## src/rtl/io_confirm_ctrl.sv

```systemverilog
// -----------------------------------------------------------------------------
// io_confirm_ctrl
// MMIO sequencer sitting between the Controller/ALU and the board I/O.
// - Switch reads (SW_ADDR) stall the core until a debounced confirm pulse
//   arrives, then return the switches latched on that edge for one HOLD cycle.
// - LED (LED_ADDR, low 16 bits) and 7-seg (SEG_ADDR, 32 bits) registers are
//   read combinationally with no stall and written on the clock edge.
//
// Ports:
//   clock      in   1   CPU clock
//   reset      in   1   synchronous, active-high
//   io_read    in   1   IORead from Controller
//   io_write   in   1   IOWrite from Controller
//   addr       in   32  IO address (ALU result)
//   wdata      in   32  store data
//   switches   in   16  board switches
//   confirm    in   1   one-cycle debounced confirm pulse
//   rdata      out  32  IO read data to MemOrIO
//   stall      out  1   hold PC / regfile write
//   led_out    out  16  LED register
//   seg_data   out  32  7-seg register
//   timed_out  out  1   sticky: last switch read ended by timeout
//
// Configuration macro: IO_CONFIRM_TIMEOUT_EN
//   Defined   -> a switch read also ends after TIMEOUT_CYCLES cycles in
//                WAIT_CONF without confirm, setting timed_out.
//   Undefined -> WAIT_CONF waits for confirm indefinitely; timed_out is 0.
// -----------------------------------------------------------------------------
module io_confirm_ctrl #(
    parameter logic [31:0] SW_ADDR        = 32'hFFFF_FC70,
    parameter logic [31:0] LED_ADDR       = 32'hFFFF_FC60,
    parameter logic [31:0] SEG_ADDR       = 32'hFFFF_FC80,
    parameter logic [31:0] TIMEOUT_CYCLES = 32'd50_000_000
) (
    input  logic        clock,
    input  logic        reset,
    input  logic        io_read,
    input  logic        io_write,
    input  logic [31:0] addr,
    input  logic [31:0] wdata,
    input  logic [15:0] switches,
    input  logic        confirm,
    output logic [31:0] rdata,
    output logic        stall,
    output logic [15:0] led_out,
    output logic [31:0] seg_data,
    output logic        timed_out
);

    typedef enum logic [1:0] {
        ST_IDLE      = 2'd0,
        ST_WAIT_CONF = 2'd1,
        ST_HOLD      = 2'd2
    } state_t;

    state_t      state_r;
    state_t      state_next_s;
    logic [15:0] sw_latch_r;
    logic [15:0] led_r;
    logic [31:0] seg_r;
    logic        hit_sw_s;
    logic        hit_led_s;
    logic        hit_seg_s;
    logic        stall_s;
    logic        latch_s;
    logic        timeout_hit_s;
    logic        write_ok_s;
    logic [31:0] rdata_s;

    assign hit_sw_s  = (addr == SW_ADDR);
    assign hit_led_s = (addr == LED_ADDR);
    assign hit_seg_s = (addr == SEG_ADDR);

`ifdef IO_CONFIRM_TIMEOUT_EN
    logic [31:0] count_r;
    logic        timed_out_r;

    assign timeout_hit_s = (count_r == (TIMEOUT_CYCLES - 32'd1));

    // Confirm wait counter: cleared on entry to WAIT_CONF, counts every cycle there
    always_ff @(posedge clock) begin
        if (reset) begin
            count_r <= 32'd0;
        end else if ((state_r == ST_IDLE) && (state_next_s == ST_WAIT_CONF)) begin
            count_r <= 32'd0;
        end else if (state_r == ST_WAIT_CONF) begin
            count_r <= count_r + 32'd1;
        end
    end

    // Sticky timeout flag: set by a timeout latch, cleared by a confirm latch
    always_ff @(posedge clock) begin
        if (reset) begin
            timed_out_r <= 1'b0;
        end else if (latch_s) begin
            timed_out_r <= ~confirm;
        end
    end

    assign timed_out = timed_out_r;
`else
    // The timeout length has no function when the timeout is compiled out.
    logic unused_timeout_s;
    assign unused_timeout_s = ^TIMEOUT_CYCLES;
    assign timeout_hit_s    = 1'b0;
    assign timed_out        = 1'b0;
`endif

    // FSM state register
    always_ff @(posedge clock) begin
        if (reset) begin
            state_r <= ST_IDLE;
        end else begin
            state_r <= state_next_s;
        end
    end

    // Next-state, stall and latch-enable decode
    always_comb begin
        state_next_s = state_r;
        stall_s      = 1'b0;
        latch_s      = 1'b0;
        case (state_r)
            ST_IDLE: begin
                // Stall asserts in the request cycle itself so the PC holds at once.
                if (io_read && hit_sw_s) begin
                    stall_s      = 1'b1;
                    state_next_s = ST_WAIT_CONF;
                end else begin
                    state_next_s = ST_IDLE;
                end
            end
            ST_WAIT_CONF: begin
                stall_s = 1'b1;
                // Confirm has priority over a timeout landing on the same cycle.
                if (confirm || timeout_hit_s) begin
                    latch_s      = 1'b1;
                    state_next_s = ST_HOLD;
                end else begin
                    state_next_s = ST_WAIT_CONF;
                end
            end
            ST_HOLD: begin
                // The stalled load commits here; a still-asserted read must not re-trigger.
                state_next_s = ST_IDLE;
            end
            default: begin
                state_next_s = ST_IDLE;
            end
        endcase
    end

    // Switch capture on the edge that ends the wait
    always_ff @(posedge clock) begin
        if (reset) begin
            sw_latch_r <= 16'd0;
        end else if (latch_s) begin
            sw_latch_r <= switches;
        end
    end

    // A write is dropped when a read is asserted alongside it or the core is stalled.
    assign write_ok_s = io_write & ~io_read & ~stall_s;

    // LED and 7-seg data registers
    always_ff @(posedge clock) begin
        if (reset) begin
            led_r <= 16'd0;
            seg_r <= 32'd0;
        end else begin
            if (write_ok_s && hit_led_s) begin
                led_r <= wdata[15:0];
            end
            if (write_ok_s && hit_seg_s) begin
                seg_r <= wdata;
            end
        end
    end

    // Read data mux: HOLD returns the latch, otherwise zero-latency register reads
    always_comb begin
        rdata_s = 32'd0;
        if (state_r == ST_HOLD) begin
            rdata_s = {16'd0, sw_latch_r};
        end else if (io_read && hit_led_s) begin
            rdata_s = {16'd0, led_r};
        end else if (io_read && hit_seg_s) begin
            rdata_s = seg_r;
        end else begin
            rdata_s = 32'd0;
        end
    end

    assign rdata    = rdata_s;
    assign stall    = stall_s;
    assign led_out  = led_r;
    assign seg_data = seg_r;

endmodule
```

## config.mk

```make
export PLATFORM = sky130hd
export DESIGN_NAME = io_confirm_ctrl
export DESIGN_NICKNAME = d
export VERILOG_FILES = /design/src/rtl/io_confirm_ctrl.sv
export SDC_FILE = /design/constraint.sdc
export NUM_CORES = 1
export LEC_CHECK = 0
export BUFFER_PORTS_ARGS = -buffer_cell sky130_fd_sc_hd__buf_2
export CAP_MARGIN = 15
export CELL_PAD_IN_SITES_DETAIL_PLACEMENT = 1
export CELL_PAD_IN_SITES_GLOBAL_PLACEMENT = 1
export CORE_UTILIZATION = 35
export CTS_CLUSTER_DIAMETER = 120
export DETAILED_ROUTE_END_ITERATION = 12
export GPL_TIMING_DRIVEN = 0
export HOLD_SLACK_MARGIN = 0.12
export PLACE_DENSITY_LB_ADDON = 0.1
export RECOVER_POWER = 25
export SYNTH_ARGS = -nofsm -noshare
export SYNTH_HDL_FRONTEND = slang
export SYNTH_SLANG_ARGS = --single-unit
export TNS_END_PERCENT = 100
```

## constraint.sdc

```tcl
create_clock -name clock -period 5.3 [get_ports clock]
set_clock_uncertainty 0.2 [all_clocks]
set_input_delay 0.53 -clock clock [delete_from_list [all_inputs] [get_ports clock]]
set_output_delay 0.53 -clock clock [all_outputs]
set_load 0.05 [all_outputs]
```

==> flow_summary.json <==
{
  "die_area_mm2": 0.00998,
  "rsz0062_at_grt": "false",
  "core-area_mm2": 0.00928,
  "grt_pass1_wl_um": 17300,
  "min_path_type": "in2reg",
  "gp_congestion": 0.778,
  "vias": 3395,
  "slowest_stage": "or4_4",
  "syn-num-nets": 468,
  "clock_sinks": 66,
  "avgViaCountPerCell": 4.91,
  "dp_cells": 676,
  "cp_common_cell": "buf_2",
  "ys_seq_area_share_pct": 39.4,
  "grt_max_degree": 13,
  "outcome": "completed",
  "leakagePower_nw": 1.90,
  "clk_latency_ns": 0.34,
  "ys_types": 29,
  "die_w_um": 99.9,
  "min_period_ns": 3.51,
  "yosys.area_share.simple_pct": 37.9,
  "drt-initial-drc-count": 89,
  "cts_tree": "done",
  "initial_core_util_pct": 36.1,
  "p_clk_share_pct": 41.3,
  "htree_levels": 3,
  "cts_buffers": 9,
  "crit_path_end_kind": "output port",
  "routed_wl_um": 11000,
  "grt_pass1_vias": 3433,
  "num_antenna_cells": 0,
  "routedWlPerCell_um": 15.8,
  "p_seq_share_pct": 51.1,
  "critical_path.cell_chain": "buf_2 > or4_4 > nor4_4 > buf_1 > nand4_1 > nand3_1 > buf_2",
  "ctsRootBufferMaster": "clkbuf_8",
  "synthCells": 383,
  "ys_ff_latch": 66,
  "peakVddDrop_v": 0.0000996,
  "clk_pin_slew_worst_paths_ns": 0.08,
  "slew_viol_final": 0,
  "critical_path.max_fanout": 10,
  "worst_hold_slack_ns": 0.217,
  "p_per_area_mw_per_mm2": 216,
  "synth.area.mux_share_pct": 14.3,
  "drc": 0,
  "final_nets": 643,
  "netSwitchingFraction_pct": 24.7,
  "p_int_w": 0.000729,
  "worst_pin_slew_ns": 0.950,
  "synthAdderAreaFrac_pct": 0,
  "synthXorXnorAreaFrac_pct": 0,
  "fmax_ghz": 0.285,
  "synth_area_per_cell_um2": 8.76,
  "synth_compound_area_share_pct": 2.87,
  "slowest_delay_ns": 0.57,
  "place_hpwl_um": 8630,
  "finalCritPeriodShare_pct": 66.2,
  "track_usage_pct": 22.3,
  "slew_headroom_pct": 36.1,
  "fin_tns_setup_ns": 0,
  "drv_cap": 0,
  "num_rows": 35,
  "worstPathArrival_ns": 2.78,
  "p_comb_share_pct": 7.5,
  "drive_gt1_share_pct": 28.2,
  "area_delta_synth_final_pct": 33.7,
  "switching_power_w": 0.000239,
  "clk_path_buf_depth": 2,
  "finalSetupViolations": 0,
  "overflow": 0,
  "synthesis.area_mm2": 0.00336,
  "cts_setup_buffers": 0,
  "grt_antenna_before_repair": 0,
  "cts_hold_buf": 0,
  "start_kind": "primary input",
  "cts-resized-gates": 0,
  "synth_top_family_by_area": "simple AND/OR/NAND/NOR gates",
  "ant_nets": 0,
  "yosysWarnings": 0,
  "die_h_um": 99.9,
  "fillers": 1205,
  "finalNonFillerCells": 692,
  "criticalPathCategory": "in2out",
  "timing_hold_violations_final": 0,
  "pin_count": 167,
  "crit_required_ns": 4.57,
  "path_buf_inv": 3,
  "path_delay_family": "simple AND/OR/NAND/NOR gates",
  "firstDrtPassIters": 4,
  "port_buffers": 164
}
## power groups by stage
stage / registers, W / logic [W] / clock network [W]
5_1_grt: 0.000495 / 0.0000802 / 0.000434
4_1_cts: 0.000495 / 0.0000740 / 0.000408
3_3_place_gp: 0.000507 / 0.0000718 / 0
6_report: 0.000495 / 0.0000731 / 0.000400
3_5_place_dp: 0.000507 / 0.0000735 / 0
2_1_floorplan: 0.000507 / 0.0000317 / 0
## cells in the mapped netlist
| master | number | area [µm²] |
|---|---|---|
| or4_4 | 1 | 11.3 |
| a21oi_1 | 17 | 85.1 |
| nor3b_1 | 1 | 7.51 |
| nand4bb_1 | 1 | 11.3 |
| nor2b_1 | 2 | 12.5 |
| or3b_2 | 1 | 8.76 |
| mux2i_1 | 48 | 480 |
| dfxtp_1 | 66 | 1320 |
| buf_12 | 2 | 40.0 |
| nand3_1 | 18 | 90.1 |
| buf_8 | 1 | 15.0 |
| buf_1 | 2 | 7.51 |
| and2_1 | 17 | 106 |
| clkbuf_1 | 21 | 78.8 |
| nor4b_1 | 1 | 8.76 |
| nand3b_1 | 1 | 7.51 |
| nor4_4 | 2 | 42.5 |
| buf_2 | 2 | 10.0 |
| o2111a_1 | 1 | 11.3 |
| and3_1 | 2 | 12.5 |
| nor4_2 | 1 | 12.5 |
| buf_6 | 2 | 22.5 |
| nand2_1 | 50 | 188 |
| nand4_1 | 37 | 231 |
| nor2_1 | 1 | 3.75 |
| conb_1 | 1 | 3.75 |
| nand2b_1 | 82 | 513 |
| nor3_1 | 1 | 5.00 |
| buf_4 | 1 | 7.51 |
## state kept, by name, summed over array words and instances (netlist names)
register and count:
sw_latch_r 16, led_out 16, state_r 2, seg_data 32
## through the flow
step | total power (W) | utilization, % | setup WS (ns) | cell area [µm²]
CTS | 0.000978 | 48.8 | 1.72 | 4530
global route | 0.00101 | 48.3 | 1.51 | 4490
floorplan | 0.000539 | - | 2.17 | 3360
global placement | 0.000579 | 46.7 | 1.80 | 4340
finish | 0.000969 | 48.3 | 1.79 | 4490
detailed placement | 0.000580 | 46.7 | 1.76 | 4340
## layout make-up
class                           count  area, µm²  area share (%)
Multi-Input combinational cell    286       1850            41.3
Sequential cell                    66       1320            29.5
Timing Repair Buffer              164        778            17.4
Buffer                             31        181            4.04
Tap cell                          129        161            3.60
Clock buffer                       11        151            3.38
Clock inverter                      5       38.8           0.865
## cell families (layout without fill, tap and decap cells)
| logic type | after synthesis | after routing |
|---|---|---|
| AO/OA/AOI/OAI | 18 | 18 |
| buffers and inverters | 31 | 211 |
| flip-flops | 66 | 66 |
| multiplexers | 48 | 48 |
| other | 1 | 1 |
| AND/OR/NAND/NOR | 219 | 219 |
## layout by cell type, fill, tap and decap left out, types with 2 or more instances in the layout
cell | Yosys | routed
buf_6 | 2 | 2
and3_1 | 2 | 2
buf_1 | 2 | 2
nand2_1 | 50 | 50
a21oi_1 | 17 | 17
clkinvlp_4 | 0 | 4
and2_1 | 17 | 16
nor4_4 | 2 | 2
clkbuf_1 | 21 | 55
nand3_1 | 18 | 18
nand4_1 | 37 | 37
clkbuf_8 | 0 | 11
dfxtp_1 | 66 | 66
nand2b_1 | 82 | 82
buf_12 | 2 | 2
nor2b_1 | 2 | 2
mux2i_1 | 48 | 48
buf_2 | 2 | 132
## worst min-delay path, cell delays in order
cell and delay [ns]:
buf_2 0.09, nand2_1 0.05, a21oi_1 0.05
## path summary, 6_finish.rpt
path                                       to  slack (ns)  depth (start not counted)           from
worst max register to register  sw_latch_r[5]        3.28                          6     state_r[0]
worst min register to register  sw_latch_r[0]        0.26                          2  sw_latch_r[0]
worst max-delay path                 rdata[9]        1.79                          7        addr[1]
worst min-delay path            sw_latch_r[2]        0.22                          3    switches[2]
## layer usage
layer  track usage [%]  vias up  wire [µm]
met2              41.4      106       5570
li1                  -     1664          -
met5                 0        -          0
met1              26.7     1614       4790
met4              6.11        0        101
met3              3.06       11        495
(Power assumes the default switching activity.)
